<file path="config.mk">
export PLATFORM = sky130hd
export DESIGN_NAME = matrix_output_formatter
export DESIGN_NICKNAME = d
export VERILOG_FILES = /design/src/rtl/matrix_io_pkg.sv /design/src/rtl/dec_digit_conv.sv /design/src/rtl/matrix_output_formatter.sv
export SDC_FILE = /design/constraint.sdc
export NUM_CORES = 1
export LEC_CHECK = 0
export CAP_MARGIN = 15
export CORE_ASPECT_RATIO = 0.5
export CORE_UTILIZATION = 30
export DETAILED_ROUTE_END_ITERATION = 7
export GPL_ROUTABILITY_DRIVEN = 0
export HOLD_SLACK_MARGIN = 0.12
export PLACE_DENSITY = 0.58
export SETUP_SLACK_MARGIN = 0.5
export SYNTH_ARGS = -nofsm -noshare
export SYNTH_HDL_FRONTEND = slang
export SYNTH_SLANG_ARGS = --single-unit
</file>
<file path="constraint.sdc">
create_clock -name clk -period 4.7 [get_ports clk]
set_clock_uncertainty 0.1 [all_clocks]
set_input_delay 0.94 -clock clk [delete_from_list [all_inputs] [get_ports clk]]
set_output_delay 0.94 -clock clk [all_outputs]
set_load 0.005 [all_outputs]
</file>
<file path="src/rtl/matrix_io_pkg.sv">
// Shared constants, frame-formatter state encoding and small helpers for the
// matrix I/O path (ASCII codes, legal dimension range, decimal digit access).
package matrix_io_pkg;

    localparam logic [7:0] ASC_0     = 8'h30;
    localparam logic [7:0] ASC_SPACE = 8'h20;
    localparam logic [7:0] ASC_CR    = 8'h0D;
    localparam logic [7:0] ASC_LF    = 8'h0A;

    localparam logic [2:0] DIM_MIN = 3'd1;
    localparam logic [2:0] DIM_MAX = 3'd5;

    typedef logic [3:0] fmt_state_t;

    localparam fmt_state_t ST_IDLE     = 4'd0;
    localparam fmt_state_t ST_CHECK    = 4'd1;
    localparam fmt_state_t ST_RD_ADDR  = 4'd2;
    localparam fmt_state_t ST_RD_WAIT  = 4'd3;
    localparam fmt_state_t ST_CONVERT  = 4'd4;
    localparam fmt_state_t ST_SEND_DIG = 4'd5;
    localparam fmt_state_t ST_SEND_SEP = 4'd6;
    localparam fmt_state_t ST_SEND_CR  = 4'd7;
    localparam fmt_state_t ST_SEND_LF  = 4'd8;
    localparam fmt_state_t ST_DONE     = 4'd9;

    function automatic logic dim_ok(input logic [2:0] d);
        return (d >= DIM_MIN) && (d <= DIM_MAX);
    endfunction

    // Decimal weight for digit position 0 (ten-thousands) .. 4 (units).
    function automatic logic [15:0] dec_weight(input logic [2:0] pos);
        logic [15:0] w;
        case (pos)
            3'd0:    w = 16'd10000;
            3'd1:    w = 16'd1000;
            3'd2:    w = 16'd100;
            3'd3:    w = 16'd10;
            default: w = 16'd1;
        endcase
        return w;
    endfunction

    // Digit idx 0 is the most significant and lives in digits[3:0].
    function automatic logic [7:0] bcd_ascii(input logic [19:0] digits, input logic [2:0] idx);
        logic [3:0] d;
        case (idx)
            3'd0:    d = digits[3:0];
            3'd1:    d = digits[7:4];
            3'd2:    d = digits[11:8];
            3'd3:    d = digits[15:12];
            default: d = digits[19:16];
        endcase
        return ASC_0 + {4'd0, d};
    endfunction

endpackage

</file>
<file path="src/rtl/dec_digit_conv.sv">
// Binary-to-decimal converter using repeated subtraction against 10000..1;
// yields 5 BCD digits (index 0 most significant) and the first significant index.
module dec_digit_conv
    import matrix_io_pkg::*;
#(
    parameter int DATA_W = 16
)(
    input  logic              clk,
    input  logic              rst,
    input  logic              clr,
    input  logic              start,
    input  logic [DATA_W-1:0] value,
    output logic              done,
    output logic [19:0]       digits,
    output logic [2:0]        lead_idx
);

    logic              run_q,   run_d;
    logic              done_q,  done_d;
    logic              found_q, found_d;
    logic [2:0]        pos_q,   pos_d;
    logic [2:0]        lead_q,  lead_d;
    logic [3:0]        cnt_q,   cnt_d;
    logic [19:0]       dig_q,   dig_d;
    logic [DATA_W-1:0] rem_q,   rem_d;
    logic [DATA_W-1:0] weight_s;

    // Subtraction sequencer: one subtraction or one digit store per cycle.
    always_comb begin
        run_d    = run_q;
        done_d   = 1'b0;
        found_d  = found_q;
        pos_d    = pos_q;
        lead_d   = lead_q;
        cnt_d    = cnt_q;
        dig_d    = dig_q;
        rem_d    = rem_q;
        weight_s = DATA_W'(dec_weight(pos_q));
        if (clr) begin
            run_d = 1'b0;
        end else if (!run_q) begin
            if (start) begin
                run_d   = 1'b1;
                rem_d   = value;
                pos_d   = 3'd0;
                cnt_d   = 4'd0;
                found_d = 1'b0;
                lead_d  = 3'd4;
            end else begin
                run_d = 1'b0;
            end
        end else if (rem_q >= weight_s) begin
            rem_d = rem_q - weight_s;
            cnt_d = cnt_q + 4'd1;
        end else begin
            case (pos_q)
                3'd0:    dig_d[3:0]   = cnt_q;
                3'd1:    dig_d[7:4]   = cnt_q;
                3'd2:    dig_d[11:8]  = cnt_q;
                3'd3:    dig_d[15:12] = cnt_q;
                default: dig_d[19:16] = cnt_q;
            endcase
            if ((cnt_q != 4'd0) && !found_q) begin
                found_d = 1'b1;
                lead_d  = pos_q;
            end else begin
                found_d = found_q;
            end
            cnt_d = 4'd0;
            if (pos_q == 3'd4) begin
                run_d  = 1'b0;
                done_d = 1'b1;
            end else begin
                pos_d = pos_q + 3'd1;
            end
        end
    end

    // State registers.
    always_ff @(posedge clk) begin
        if (rst) begin
            run_q   <= 1'b0;
            done_q  <= 1'b0;
            found_q <= 1'b0;
            pos_q   <= 3'd0;
            lead_q  <= 3'd0;
            cnt_q   <= 4'd0;
            dig_q   <= 20'd0;
            rem_q   <= '0;
        end else begin
            run_q   <= run_d;
            done_q  <= done_d;
            found_q <= found_d;
            pos_q   <= pos_d;
            lead_q  <= lead_d;
            cnt_q   <= cnt_d;
            dig_q   <= dig_d;
            rem_q   <= rem_d;
        end
    end

    assign done     = done_q;
    assign digits   = dig_q;
    assign lead_idx = lead_q;

endmodule

</file>
<file path="src/rtl/matrix_output_formatter.sv">
// Streams an m x n matrix from storage as decimal ASCII rows, space separated and
// CR LF terminated. Macro OUT_PAD_EN right-aligns each element in a PAD_W field.
module matrix_output_formatter
    import matrix_io_pkg::*;
#(
    parameter int DATA_W = 16,
    parameter int ADDR_W = 8,
    parameter int PAD_W  = 5
)(
    input  logic              clk,
    input  logic              rst,
    input  logic              w_en_output,
    input  logic              w_start,
    input  logic [ADDR_W-1:0] w_base_addr,
    input  logic [2:0]        w_dim_m,
    input  logic [2:0]        w_dim_n,
    output logic [ADDR_W-1:0] w_rd_addr,
    input  logic [DATA_W-1:0] w_rd_data,
    output logic [7:0]        w_tx_data,
    output logic              w_tx_valid,
    input  logic              w_tx_ready,
    output logic              w_busy,
    output logic              w_tx_done,
    output logic              w_dim_err
);

`ifdef OUT_PAD_EN
    localparam bit PAD_EN = 1'b1;
`else
    localparam bit PAD_EN = 1'b0;
`endif
    localparam logic [7:0] FIELD_W = PAD_EN ? 8'(PAD_W) : 8'd0;

    fmt_state_t        state_q, state_d;
    logic [ADDR_W-1:0] base_q, base_d;
    logic [ADDR_W-1:0] rd_addr_q, rd_addr_d;
    logic [2:0]        m_q, m_d;
    logic [2:0]        n_q, n_d;
    logic [2:0]        row_q, row_d;
    logic [2:0]        col_q, col_d;
    logic [2:0]        dig_idx_q, dig_idx_d;
    logic [DATA_W-1:0] value_q, value_d;
    logic [7:0]        tx_data_q, tx_data_d;
    logic [7:0]        pad_left_q, pad_left_d;
    logic              tx_valid_q, tx_valid_d;
    logic              busy_q, busy_d;
    logic              done_q, done_d;
    logic              dim_err_q, dim_err_d;
    logic              conv_go_q, conv_go_d;

    logic              conv_done_s;
    logic              conv_clr_s;
    logic [19:0]       conv_digits_s;
    logic [2:0]        conv_lead_s;
    logic [7:0]        ndig_s;
    logic [7:0]        pad_cnt_s;
    logic              xfer_s;

    function automatic logic [ADDR_W-1:0] elem_addr(input logic [ADDR_W-1:0] base,
                                                    input logic [2:0] row,
                                                    input logic [2:0] col,
                                                    input logic [2:0] n);
        return base + ADDR_W'(row) * ADDR_W'(n) + ADDR_W'(col);
    endfunction

    assign conv_clr_s = ~w_en_output;
    assign xfer_s     = tx_valid_q & w_tx_ready;

    dec_digit_conv #(
        .DATA_W (DATA_W)
    ) u_conv (
        .clk      (clk),
        .rst      (rst),
        .clr      (conv_clr_s),
        .start    (conv_go_q),
        .value    (value_q),
        .done     (conv_done_s),
        .digits   (conv_digits_s),
        .lead_idx (conv_lead_s)
    );

    // Leading-space count for the current element (zero when padding is off).
    always_comb begin
        ndig_s    = 8'd5 - {5'd0, conv_lead_s};
        pad_cnt_s = (FIELD_W > ndig_s) ? (FIELD_W - ndig_s) : 8'd0;
    end

    // Framing FSM; each send state presents its byte already registered.
    always_comb begin
        state_d    = state_q;
        base_d     = base_q;
        rd_addr_d  = rd_addr_q;
        m_d        = m_q;
        n_d        = n_q;
        row_d      = row_q;
        col_d      = col_q;
        dig_idx_d  = dig_idx_q;
        value_d    = value_q;
        tx_data_d  = tx_data_q;
        pad_left_d = pad_left_q;
        tx_valid_d = tx_valid_q;
        dim_err_d  = dim_err_q;
        done_d     = 1'b0;
        conv_go_d  = 1'b0;
        if (!w_en_output) begin
            state_d    = ST_IDLE;
            row_d      = 3'd0;
            col_d      = 3'd0;
            dig_idx_d  = 3'd0;
            pad_left_d = 8'd0;
            tx_valid_d = 1'b0;
            tx_data_d  = 8'd0;
        end else begin
            case (state_q)
                ST_IDLE: begin
                    if (w_start) begin
                        base_d  = w_base_addr;
                        m_d     = w_dim_m;
                        n_d     = w_dim_n;
                        row_d   = 3'd0;
                        col_d   = 3'd0;
                        state_d = ST_CHECK;
                    end else begin
                        state_d = ST_IDLE;
                    end
                end
                ST_CHECK: begin
                    if (dim_ok(m_q) && dim_ok(n_q)) begin
                        dim_err_d = 1'b0;
                        rd_addr_d = elem_addr(base_q, 3'd0, 3'd0, n_q);
                        state_d   = ST_RD_ADDR;
                    end else begin
                        dim_err_d = 1'b1;
                        state_d   = ST_IDLE;
                    end
                end
                ST_RD_ADDR: begin
                    state_d = ST_RD_WAIT;
                end
                ST_RD_WAIT: begin
                    value_d   = w_rd_data;
                    conv_go_d = 1'b1;
                    state_d   = ST_CONVERT;
                end
                ST_CONVERT: begin
                    if (conv_done_s) begin
                        pad_left_d = pad_cnt_s;
                        dig_idx_d  = conv_lead_s;
                        tx_valid_d = 1'b1;
                        tx_data_d  = (pad_cnt_s != 8'd0) ? ASC_SPACE
                                                         : bcd_ascii(conv_digits_s, conv_lead_s);
                        state_d    = ST_SEND_DIG;
                    end else begin
                        state_d = ST_CONVERT;
                    end
                end
                ST_SEND_DIG: begin
                    if (!xfer_s) begin
                        state_d = ST_SEND_DIG;
                    end else if (pad_left_q > 8'd1) begin
                        pad_left_d = pad_left_q - 8'd1;
                        tx_data_d  = ASC_SPACE;
                    end else if (pad_left_q == 8'd1) begin
                        pad_left_d = 8'd0;
                        tx_data_d  = bcd_ascii(conv_digits_s, dig_idx_q);
                    end else if (dig_idx_q < 3'd4) begin
                        dig_idx_d = dig_idx_q + 3'd1;
                        tx_data_d = bcd_ascii(conv_digits_s, dig_idx_q + 3'd1);
                    end else if (col_q < (n_q - 3'd1)) begin
                        col_d     = col_q + 3'd1;
                        tx_data_d = ASC_SPACE;
                        state_d   = ST_SEND_SEP;
                    end else begin
                        tx_data_d = ASC_CR;
                        state_d   = ST_SEND_CR;
                    end
                end
                ST_SEND_SEP: begin
                    if (xfer_s) begin
                        tx_valid_d = 1'b0;
                        rd_addr_d  = elem_addr(base_q, row_q, col_q, n_q);
                        state_d    = ST_RD_ADDR;
                    end else begin
                        state_d = ST_SEND_SEP;
                    end
                end
                ST_SEND_CR: begin
                    if (xfer_s) begin
                        tx_data_d = ASC_LF;
                        state_d   = ST_SEND_LF;
                    end else begin
                        state_d = ST_SEND_CR;
                    end
                end
                ST_SEND_LF: begin
                    if (!xfer_s) begin
                        state_d = ST_SEND_LF;
                    end else if (row_q < (m_q - 3'd1)) begin
                        tx_valid_d = 1'b0;
                        row_d      = row_q + 3'd1;
                        col_d      = 3'd0;
                        rd_addr_d  = elem_addr(base_q, row_q + 3'd1, 3'd0, n_q);
                        state_d    = ST_RD_ADDR;
                    end else begin
                        tx_valid_d = 1'b0;
                        done_d     = 1'b1;
                        state_d    = ST_DONE;
                    end
                end
                ST_DONE: begin
                    state_d = ST_IDLE;
                end
                default: begin
                    tx_valid_d = 1'b0;
                    state_d    = ST_IDLE;
                end
            endcase
        end
        busy_d = (state_d != ST_IDLE);
    end

    // State and output registers.
    always_ff @(posedge clk) begin
        if (rst) begin
            state_q    <= ST_IDLE;
            base_q     <= '0;
            rd_addr_q  <= '0;
            m_q        <= 3'd0;
            n_q        <= 3'd0;
            row_q      <= 3'd0;
            col_q      <= 3'd0;
            dig_idx_q  <= 3'd0;
            value_q    <= '0;
            tx_data_q  <= 8'd0;
            pad_left_q <= 8'd0;
            tx_valid_q <= 1'b0;
            busy_q     <= 1'b0;
            done_q     <= 1'b0;
            dim_err_q  <= 1'b0;
            conv_go_q  <= 1'b0;
        end else begin
            state_q    <= state_d;
            base_q     <= base_d;
            rd_addr_q  <= rd_addr_d;
            m_q        <= m_d;
            n_q        <= n_d;
            row_q      <= row_d;
            col_q      <= col_d;
            dig_idx_q  <= dig_idx_d;
            value_q    <= value_d;
            tx_data_q  <= tx_data_d;
            pad_left_q <= pad_left_d;
            tx_valid_q <= tx_valid_d;
            busy_q     <= busy_d;
            done_q     <= done_d;
            dim_err_q  <= dim_err_d;
            conv_go_q  <= conv_go_d;
        end
    end

    assign w_rd_addr  = rd_addr_q;
    assign w_tx_data  = tx_data_q;
    assign w_tx_valid = tx_valid_q;
    assign w_busy     = busy_q;
    assign w_tx_done  = done_q;
    assign w_dim_err  = dim_err_q;

endmodule

</file>
==> results.txt <==
Iter 0 DRT Violations: 637
FF-to-FF End: w_rd_addr[7]
# diodes: 0
Min-Delay Path Class: flop to flop
combinational share of power: 4.6%
predominant post-synthesis flop cell: dfxtp_1
Worst VDD drop: 235 uV
worst setup path class: flop to flop
reg2reg setup slack: 0.92 ns
CTS Buf Count: 17
Worst Min Path Start: value_q[6]
non-filler cells, final: 1347
P&R area growth vs syn: 17.7%
Die W: 231 um
slowest stage delay, CP: 0.52 ns
Setup violations, final: 0
clk buf depth: 2
P_int: 1.88 mW
fin util: 36.4%
status: finished clean
post-synthesis instance total: 959
Max Freq: 265 MHz
Async SR Flop Fraction: 0%
hold path endpoint: value_q[6]
most common cell after layout, fill and taps aside: nand2_1
antenna violations before repair: 0
CTS H-Tree Depth: 4
syn avg cell area: 8.24 um2
synthesized area: 7900 um2
Cell Chain, Critical Path: ha_1 > xor2_1 > nand2_1 > fa_1 > fa_1 > inv_1 > fa_1 > a211oi_1 > nor2_1 > o211ai_1 > o21ai_0 > xnor2_1 > o22ai_1
fillcell total: 2646
drt pass-1 iters: 6
final wirelength: 20800 um
Crit Path Max Fanout: 10
DP HPWL: 15400 um
CTS tree: done
std cell rows: 41
Crit path max-delay family: adder cells
Slew Limit Fails: 0
Hold-fix buffers, CTS: 0
placed cells: 1315
slew of the pin with the lowest slew margin: 0.765 ns
largest net degree at the start of global routing: 59
most frequent cells in the layout: nand2_1 (122), dfxtp_1 (119), nor2_1 (88), a21oi_1 (72), ha_1 (60)
vias in the first global route: 6611
GRT overflow: 0
r2r startpoint: row_q[0]
setup repair bufs after CTS: 0
Post-synth EDFFs: 0
WHS Path Cells: 2
critical path arrival: 3.98 ns
Flop pwr share: 41.1%
P_leak: 3.58 nW
CP max-delay cell: fa_1
Tcrit/Tclk final: 80.4%
layout cells sized above 1: 6.78%
PortBufs: 52
vias per cell: 5.18
CTS resizes: 0
Hold Slack: 0.351 ns
# Max-Cap Violations: 0
core box area: 25500 um2
worst skew pair latency: 0.43 ns
Slew headroom: 49.0%
CP Launch Type: flop
DR DRC count: 0
Clk pwr share: 54.3%
crit-path most repeated cell: fa_1
crit end category: flop
fin crit period: 3.78 ns
nets: 1098
# IOs: 55
Ys Warns: 0
Overall Global Routing Usage: 16.0%
DIE HEIGHT: 117 um
clk root buf: clkbuf_16
Die ar.: 27000 um2
clock-pin slew on the worst setup and hold paths: 0.06 ns
worst path required time: 4.90 ns
RSZ-0062 raised after global routing: false
register area share after synthesis: 30.2%
first-pass GRT wire length: 34300 um
starting density of the core: 30.9%
Setup TNS Final: 0 ns
switching share of power: 24.9%
PwrDens: 269 nW/um2
Yosys cell types: 76
WL/cell: 15.4 um
worst r2r path cells: 13
switching pwr: 0.623 mW
Synth Register Bits: 119
DRT antenna net count: 0
via count: 6976
Fin. Hold Viols: 0
WP buf/inv: 1
CTS sink cnt: 119
==> power groups by stage <==
stage / logic [mW] / registers (mW) / clock network (mW)
6_report: 0.114 / 1.03 / 1.36
5_1_grt: 0.128 / 1.03 / 1.43
4_1_cts: 0.116 / 1.03 / 1.39
3_5_place_dp: 0.115 / 1.05 / 0
2_1_floorplan: 0.0668 / 1.04 / 0
3_3_place_gp: 0.113 / 1.05 / 0
==> cells in the mapped netlist, types with 4 or more instances <==
library cell  number  area [um2]
a211o_1            4        35.0
a211oi_1          12        90.1
a211oi_2           5        62.6
a21o_1             7        52.6
a21oi_1           72         360
a221oi_1           5        43.8
a22o_1             4        35.0
a22oi_1           16         120
a311oi_1           6        52.6
a31oi_1           14        87.6
and2_1            14        87.6
and3_1             9        56.3
buf_2             11        55.1
clkbuf_1          33         124
dfxtp_1          119        2380
fa_1              13         260
ha_1              60         751
inv_1             52         195
mux2i_1           48         480
mux4_2             4        90.1
nand2_1          122         458
nand2b_1           6        37.5
nand3_1           20         100
nand4b_1           4        35.0
nor2_1            88         330
nor2b_1           13        81.3
nor3_1            12        60.1
nor3b_1            5        37.5
nor4_1             7        43.8
o211ai_1           9        67.6
o21a_1             9        67.6
o21ai_0           51         255
o21ai_1            6        30.0
or3_1              7        43.8
or4_1              7        52.6
xnor2_1           10        87.6
xor2_1             9        78.8
==> cell type report <==
cell class / count / area [um2] / area share (%)
Inverter: 53 / 199 / 2.14
Timing Repair Buffer: 62 / 591 / 6.35
Clock buffer: 17 / 425 / 4.58
Clock inverter: 15 / 180 / 1.94
Tap cell: 344 / 430 / 4.63
Sequential cell: 119 / 2380 / 25.6
Multi-Input combinational cell: 737 / 5090 / 54.7
==> stage by stage <==
| step | total power, mW | instance area, um2 | setup slack (ns) |
|---|---|---|---|
| after global routing | 2.59 | 9300 | 0.602 |
| after detailed placement | 1.17 | 8690 | 0.956 |
| final | 2.50 | 9300 | 0.920 |
| after floorplan | 1.11 | 7900 | 1.13 |
| after CTS | 2.53 | 9300 | 0.919 |
| after global placement | 1.16 | 8690 | 0.984 |
==> per-layer routing <==
| layer | vias to the layer above | share of wire (%) | GRT usage, % |
|---|---|---|---|
| li1 | 3522 | - | - |
| met1 | 3281 | 49 | 21.4 |
| met2 | 153 | 46 | 25.8 |
| met3 | 20 | 3.9 | 3.44 |
| met4 | 0 | 1.3 | 4.99 |
| met5 | - | 0 | 0 |
==> how the worst max path moves through the flow <==
stage	startpoint	end	cells past startpoint
6_report	row_q[0]	w_rd_addr[7]	13
3_3_place_gp	row_q[0]	w_rd_addr[7]	13
5_1_grt	row_q[0]	w_rd_addr[7]	13
4_1_cts	row_q[0]	w_rd_addr[7]	13
3_5_place_dp	row_q[0]	w_rd_addr[7]	13
2_1_floorplan	n_q[2]	w_rd_addr[7]	12
==> state kept, by name, indices dropped and copies added, names as in the netlist, 3 cells and up <==
register	count
u_conv.digits	20
u_conv.rem_q	16
value_q	16
base_q	8
pad_left_q	8
w_rd_addr	8
w_tx_data	6
state_q	4
u_conv.cnt_q	4
col_q	3
dig_idx_q	3
m_q	3
n_q	3
row_q	3
u_conv.lead_idx	3
u_conv.pos_q	3
==> cell families after synthesis <==
logic type	share of synthesized area, %
flops	30.2
buf+inv	5.50
other cells	0.0475
mux	7.22
xor+xnor	2.11
compound gates	21.4
fa+ha+maj	12.8
simple gates	20.8
==> worst min-delay path: cells and delay by family (launching register included) <==
family	cells	cell delay, ns
AO/OA/AOI/OAI	1	0.05
flip-flops	1	0.30
AND/OR/NAND/NOR	1	0.05
(Power assumes the default switching activity.)
